File: src/rtl/pool2d_stream.sv
// Streaming 2D pooling (max or average) over raster-order pixels.
// One POOLxPOOL window per W/POOL line-buffer slot. Each slot holds one
// accumulator per channel. A window result is registered one cycle after
// the beat that completes the window.

// Per-channel combine: load, running signed max or running signed sum
module pool2d_lane #(
  parameter int DW = 8,
  parameter int AW = 10,
  parameter int SH = 2
) (
  input  logic          mode,
  input  logic          first,
  input  logic [DW-1:0] px,
  input  logic [AW-1:0] acc,
  output logic [AW-1:0] acc_nxt,
  output logic [DW-1:0] res
);
  logic signed [AW-1:0] px_ext, acc_s, sum, mx, shf;

  // fold one pixel channel into the window accumulator and form the result
  always_comb begin
    px_ext  = {{(AW-DW){px[DW-1]}}, px};
    acc_s   = acc;
    sum     = acc_s + px_ext;
    mx      = (acc_s > px_ext) ? acc_s : px_ext;
    acc_nxt = first ? px_ext : (mode ? sum : mx);
    shf     = $signed(acc_nxt) >>> SH;
    res     = mode ? shf[DW-1:0] : acc_nxt[DW-1:0];
  end
endmodule

module pool2d_stream #(
  parameter int H          = 24,
  parameter int W          = 24,
  parameter int C          = 6,
  parameter int DATA_WIDTH = 8,
  parameter int POOL       = 2
) (
  input  logic                    clk,
  input  logic                    reset,
  input  logic                    i_mode,
  input  logic                    i_valid,
  output logic                    i_ready,
  input  logic [C*DATA_WIDTH-1:0] i_data,
  output logic                    o_valid,
  input  logic                    o_ready,
  output logic [C*DATA_WIDTH-1:0] o_data,
  output logic                    o_last
);
  localparam int LP = (POOL == 4) ? 2 : 1;
  localparam int AW = DATA_WIDTH + 2 * LP;
  localparam int NS = W / POOL;
  localparam int CW = (W > 1) ? $clog2(W) : 1;
  localparam int RW = (H > 1) ? $clog2(H) : 1;
  localparam int SW = (NS > 1) ? $clog2(NS) : 1;

  typedef enum logic {IDLE, RUN} state_t;

  state_t                           state_q, state_d;
  logic [CW-1:0]                    col_q, col_d;
  logic [RW-1:0]                    row_q, row_d;
  logic                             mode_q, mode_d;
  logic                             o_valid_q, o_valid_d;
  logic                             o_last_q, o_last_d;
  logic [C*DATA_WIDTH-1:0]          o_data_q, o_data_d;
  logic [NS-1:0][C-1:0][AW-1:0]     lb_q, lb_d;

  logic                             accept, first, complete, col_end, row_end, mode_eff;
  logic [SW-1:0]                    slot;
  logic [C-1:0][AW-1:0]             acc_cur, acc_nxt;
  logic [C-1:0][DATA_WIDTH-1:0]     res;

  assign i_ready  = !o_valid_q || o_ready;
  assign accept   = i_valid && i_ready;
  assign col_end  = (col_q == CW'(W - 1));
  assign row_end  = (row_q == RW'(H - 1));
  assign slot     = SW'(col_q >> LP);
  assign first    = (row_q[LP-1:0] == '0) && (col_q[LP-1:0] == '0);
  assign complete = (&row_q[LP-1:0]) && (&col_q[LP-1:0]);
  // the frame's first pixel is always a load, so mode only matters once latched
  assign mode_eff = (state_q == IDLE) ? i_mode : mode_q;
  assign acc_cur  = lb_q[slot];

  assign o_valid  = o_valid_q;
  assign o_data   = o_data_q;
  assign o_last   = o_last_q;

  for (genvar k = 0; k < C; k++) begin : g_lane
    pool2d_lane #(.DW(DATA_WIDTH), .AW(AW), .SH(2 * LP)) u_lane (
      .mode    (mode_eff),
      .first   (first),
      .px      (i_data[k*DATA_WIDTH +: DATA_WIDTH]),
      .acc     (acc_cur[k]),
      .acc_nxt (acc_nxt[k]),
      .res     (res[k])
    );
  end

  // FSM state register
  always_ff @(posedge clk or posedge reset) begin
    if (reset) state_q <= IDLE;
    else       state_q <= state_d;
  end

  // FSM next state: leave IDLE on the first beat, return after the last pixel
  always_comb begin
    state_d = state_q;
    case (state_q)
      IDLE:    if (accept) state_d = RUN;
      RUN:     if (accept && row_end && col_end) state_d = IDLE;
      default: state_d = IDLE;
    endcase
  end

  // FSM outputs: latch the pooling mode on the frame's first beat
  always_comb begin
    mode_d = mode_q;
    if (state_q == IDLE && accept) mode_d = i_mode;
  end

  // datapath next state: position counters, line buffer, output register
  always_comb begin
    col_d     = col_q;
    row_d     = row_q;
    lb_d      = lb_q;
    o_valid_d = o_valid_q;
    o_data_d  = o_data_q;
    o_last_d  = o_last_q;
    if (accept) begin
      lb_d[slot] = acc_nxt;
      if (col_end) begin
        col_d = '0;
        row_d = row_end ? '0 : row_q + 1'b1;
      end else begin
        col_d = col_q + 1'b1;
      end
    end
    if (accept && complete) begin
      o_valid_d = 1'b1;
      o_data_d  = res;
      o_last_d  = row_end && col_end;
    end else if (o_valid_q && o_ready) begin
      o_valid_d = 1'b0;
    end
  end

  // control and output registers, cleared asynchronously
  always_ff @(posedge clk or posedge reset) begin
    if (reset) begin
      col_q     <= '0;
      row_q     <= '0;
      mode_q    <= 1'b0;
      o_valid_q <= 1'b0;
      o_data_q  <= '0;
      o_last_q  <= 1'b0;
    end else begin
      col_q     <= col_d;
      row_q     <= row_d;
      mode_q    <= mode_d;
      o_valid_q <= o_valid_d;
      o_data_q  <= o_data_d;
      o_last_q  <= o_last_d;
    end
  end

  // line buffer: every slot is overwritten by the first row of each window row
  always_ff @(posedge clk) begin
    lb_q <= lb_d;
  end
endmodule

File: config.mk
export PLATFORM = sky130hd
export DESIGN_NAME = pool2d_stream
export DESIGN_NICKNAME = d
export VERILOG_FILES = /design/src/rtl/pool2d_stream.sv
export SDC_FILE = /design/constraint.sdc
export NUM_CORES = 1
export LEC_CHECK = 0
export CAP_MARGIN = 10
export CORE_MARGIN = 1
export CORE_UTILIZATION = 40
export CTS_BUF_LIST = sky130_fd_sc_hd__clkbuf_4
export CTS_CLUSTER_DIAMETER = 40
export DETAILED_ROUTE_END_ITERATION = 12
export MAX_ROUTING_LAYER = met4
export PLACE_DENSITY = 0.53
export SLEW_MARGIN = 20
export SYNTH_ARGS = -nofsm -noshare
export SYNTH_HDL_FRONTEND = slang
export SYNTH_SLANG_ARGS = --single-unit
export TNS_END_PERCENT = 30
File: constraint.sdc
create_clock -name clk -period 8.75 [get_ports clk]
set_clock_uncertainty 0.1 [all_clocks]
set_input_delay 1.75 -clock clk [delete_from_list [all_inputs] [get_ports clk]]
set_output_delay 1.75 -clock clk [all_outputs]
set_load 0.01 [all_outputs]
==> impl_metrics.env <==
export IMPL_syn_area_um2=35670
export IMPL_num_rows=109
export IMPL_cts_sinks=782
export IMPL_final_common_cell="edfxtp_1"
export IMPL_ys_warn_count=0
export IMPL_synth_cells=2236
export IMPL_clock_latency_ns=1.06
export IMPL_first_pass_iters=5
export IMPL_postCtsSetupBuffers=0
export IMPL_core_um2=88370
export IMPL_fin_tns_setup_ns=0
export IMPL_dieArea_um2=90370
export IMPL_ys_seq_area_share_pct=64.97
export IMPL_p_per_area_nw_per_um2=440.7
export IMPL_first_global_vias=22690
export IMPL_slew_limit_headroom_pct=27.76
export IMPL_cap_viol_max_count=0
export IMPL_crit_slowest_cell="a22oi_1"
export IMPL_power_w=0.01795
export IMPL_hold_violations=0
export IMPL_ios=104
export IMPL_synth_ff_type="edfxtp_1"
export IMPL_met2WireLength_um=47490
export IMPL_cts_tree="yes"
export IMPL_criticalPathCategory="reg -> reg"
export IMPL_die_height_um=300.6
export IMPL_start_util_pct=40.36
export IMPL_syn2layout_area_growth_pct=14.19
export IMPL_max_freq_ghz=0.1639
export IMPL_cp_arrival_ns=6.67
export IMPL_endpoint_kind="flop"
export IMPL_cts_buffers=202
export IMPL_outcome="complete, no violations"
export IMPL_layout_common_cells="edfxtp_1, clkbuf_4, mux4_2"
export IMPL_place_hpwl_um=59630
export IMPL_wl_met3_um=5984
export IMPL_synthArstFlopShare_pct=7.928
export IMPL_synth_seq_cells=782
export IMPL_drt_iter0_markers=1600
export IMPL_antenna_found_initial=4
export IMPL_cts_buffer_depth=3
export IMPL_port_buffers=103
export IMPL_drc=0
export IMPL_utilization_pct=46.09
export IMPL_synth_edf_count=720
export IMPL_fin_crit_ns=6.103
export IMPL_postCtsResizedCells=0
export IMPL_worst_pin_slew_ns=1.084
export IMPL_synth_top_cell_area_share_pct=60.62
export IMPL_viasPerCell=5.668
export IMPL_track_usage_pct=23.14
export IMPL_combPwrFrac_pct=46.4
export IMPL_vias=21600
export IMPL_pwr_share_clk_pct=17.5
export IMPL_yosysUniqueCellTypes=81
export IMPL_ir_worst_vdd_mv=0.1942
export IMPL_highest_signal_layer="met4"
export IMPL_crit_path_start_kind="flop"
export IMPL_cp_data_required_time_ns=9.31
export IMPL_clk_pin_slew_ns=0.07
export IMPL_drive_gt1_share_pct=24.23
export IMPL_finalSetupViolCount=0
export IMPL_final_nets=2670
export IMPL_postRouteAntennaNets=0
export IMPL_p_sw_share_pct=40.36
export IMPL_grt_max_degree=57
export IMPL_synth_avg_cell_area_um2=15.95
export IMPL_grt_pass1_wl_um=147700
export IMPL_root_buffer="clkbuf_4"
export IMPL_p_leak_nw=14.15
export IMPL_gp_congestion=0.8982
export IMPL_postCtsHoldBufs=0
export IMPL_rsz0062_at_grt="no"
export IMPL_ff2ff_setup_slack_ns=2.65
export IMPL_routedWlPerCell_um=26.12
export IMPL_fill_cells=7868
export IMPL_p_int_w=0.01070
export IMPL_routed_wl_um=99540
export IMPL_hold_ws_ns=0.3898
export IMPL_hold_class="reg -> reg"
export IMPL_die_w_um=300.6
export IMPL_period_share_pct=69.75
export IMPL_seqPwrFrac_pct=36.1
export IMPL_synth_area_leaders="edfxtp_1, mux4_2, dfrtp_1"
export IMPL_syn_nets=2411
export IMPL_h_tree_depth=4
export IMPL_slowest_delay_ns=0.89
export IMPL_gr_total_overflow=0
export IMPL_maxSlewViolCount=0
export IMPL_switchingPower_w=0.007243
export IMPL_critical_path_top_delay_family="compound AO/OA/AOI/OAI gates"
export IMPL_worst_path_buf_inv=1
export IMPL_yosysTopAreaCell="edfxtp_1"
export IMPL_path_cells="buf_4, mux4_2, mux2i_1, o21ai_0, ha_1, nand4_1, nor3_2, a221oi_1, a311oi_2, o21ai_1, a22oi_1"
export IMPL_wl_met1_um=44270
export IMPL_cp_max_fo=34
==> per-stage QoR <==
stage               setup slack, ns  instance area [µm²]  std cells
floorplan                    0.1398                35670       2236
global placement              2.613                38100       3453
detailed placement            2.436                38100       3453
CTS                           2.330                40660       3803
global route                  2.141                40720       3808
finish                        2.647                40730       3811
==> cells by family after synthesis <==
family,count (synthesis),synth area share (%)
xor+xnor,46,1.130
simple gates,378,4.901
buf+inv,215,2.989
compound gates,430,8.023
fa+ha+maj,122,4.406
mux,263,13.59
flops,782,64.97
==> cells in the mapped netlist (8+ instances only) <==
library cell,count
edfxtp_1,720
mux4_2,176
nand2_1,129
nor2_1,127
ha_1,116
inv_1,107
a21oi_1,97
o21ai_0,89
mux2i_1,78
dfrtp_1,62
clkbuf_1,36
o21ai_1,36
buf_2,35
o22ai_1,26
xnor2_1,24
xor2_1,22
a22oi_1,20
nand3_1,17
nand2b_1,16
a221oi_1,15
buf_6,15
nor2b_1,15
a211oi_1,12
o221ai_1,12
o2bb2ai_1,12
o22a_1,11
o31ai_1,11
nor3_1,10
mux2_2,9
and2_1,8
buf_4,8
nor4_1,8
o211ai_1,8
o21bai_1,8
==> metal layers <==
layer  vias to the layer above  GRT usage [%]
li1                       9448              -
met3                       140          4.380
met5                         -              -
met4                         0          6.357
met1                     11270          31.41
met2                       745          35.71
==> power groups by stage <==
stage,clock network (W),registers [W],logic (W)
after global routing,0.00340,0.00655,0.00915
after floorplan,0,0.00635,0.00586
final,0.00313,0.00648,0.00834
after CTS,0.00322,0.00650,0.00831
after detailed placement,0,0.00658,0.00828
after global placement,0,0.00655,0.00817
==> registers in the layout, summed over array words and instances (netlist names) <==
name	count
mode_q	1
col_q	5
state_q	1
row_q	5
lb_q	720
o_valid	1
o_last	1
o_data	48
==> path summary, 6_finish.rpt <==
kind	startpoint	endpoint	cells after the start
worst min-delay path	o_data[46]	o_data[46]	2
worst max-delay path	col_q[1]	lb_q[634]	11
worst max register to register	col_q[1]	lb_q[634]	11
max in group asynchronous	reset	col_q[2]	3
worst min register to register	o_data[46]	o_data[46]	2
min in group asynchronous	reset	o_data[1]	2
==> cell type report <==
| cell class | instances | area, µm² | area share [%] |
|---|---|---|---|
| clock inverters | 56 | 355.3 | 0.8725 |
| flip-flops and latches | 782 | 23180 | 56.93 |
| well taps | 1165 | 1458 | 3.579 |
| inverters | 109 | 410.4 | 1.008 |
| diodes | 5 | 12.51 | 0.03072 |
| repair buffers | 161 | 1499 | 3.680 |
| multi-input cells | 1239 | 11600 | 28.48 |
| clock buffers | 294 | 2207 | 5.419 |
==> worst reg2reg max path, stage by stage, from the launching register on <==
cell	delay [ns]
dfrtp_4	0.84
buf_4	0.70
mux4_2	0.60
mux2i_1	0.17
o21ai_0	0.29
ha_1	0.51
nand4_1	0.14
nor3_2	0.26
a221oi_1	0.13
a311oi_2	0.65
o21ai_1	0.42
a22oi_1	0.89
Power figures use the tool's default switching activity.
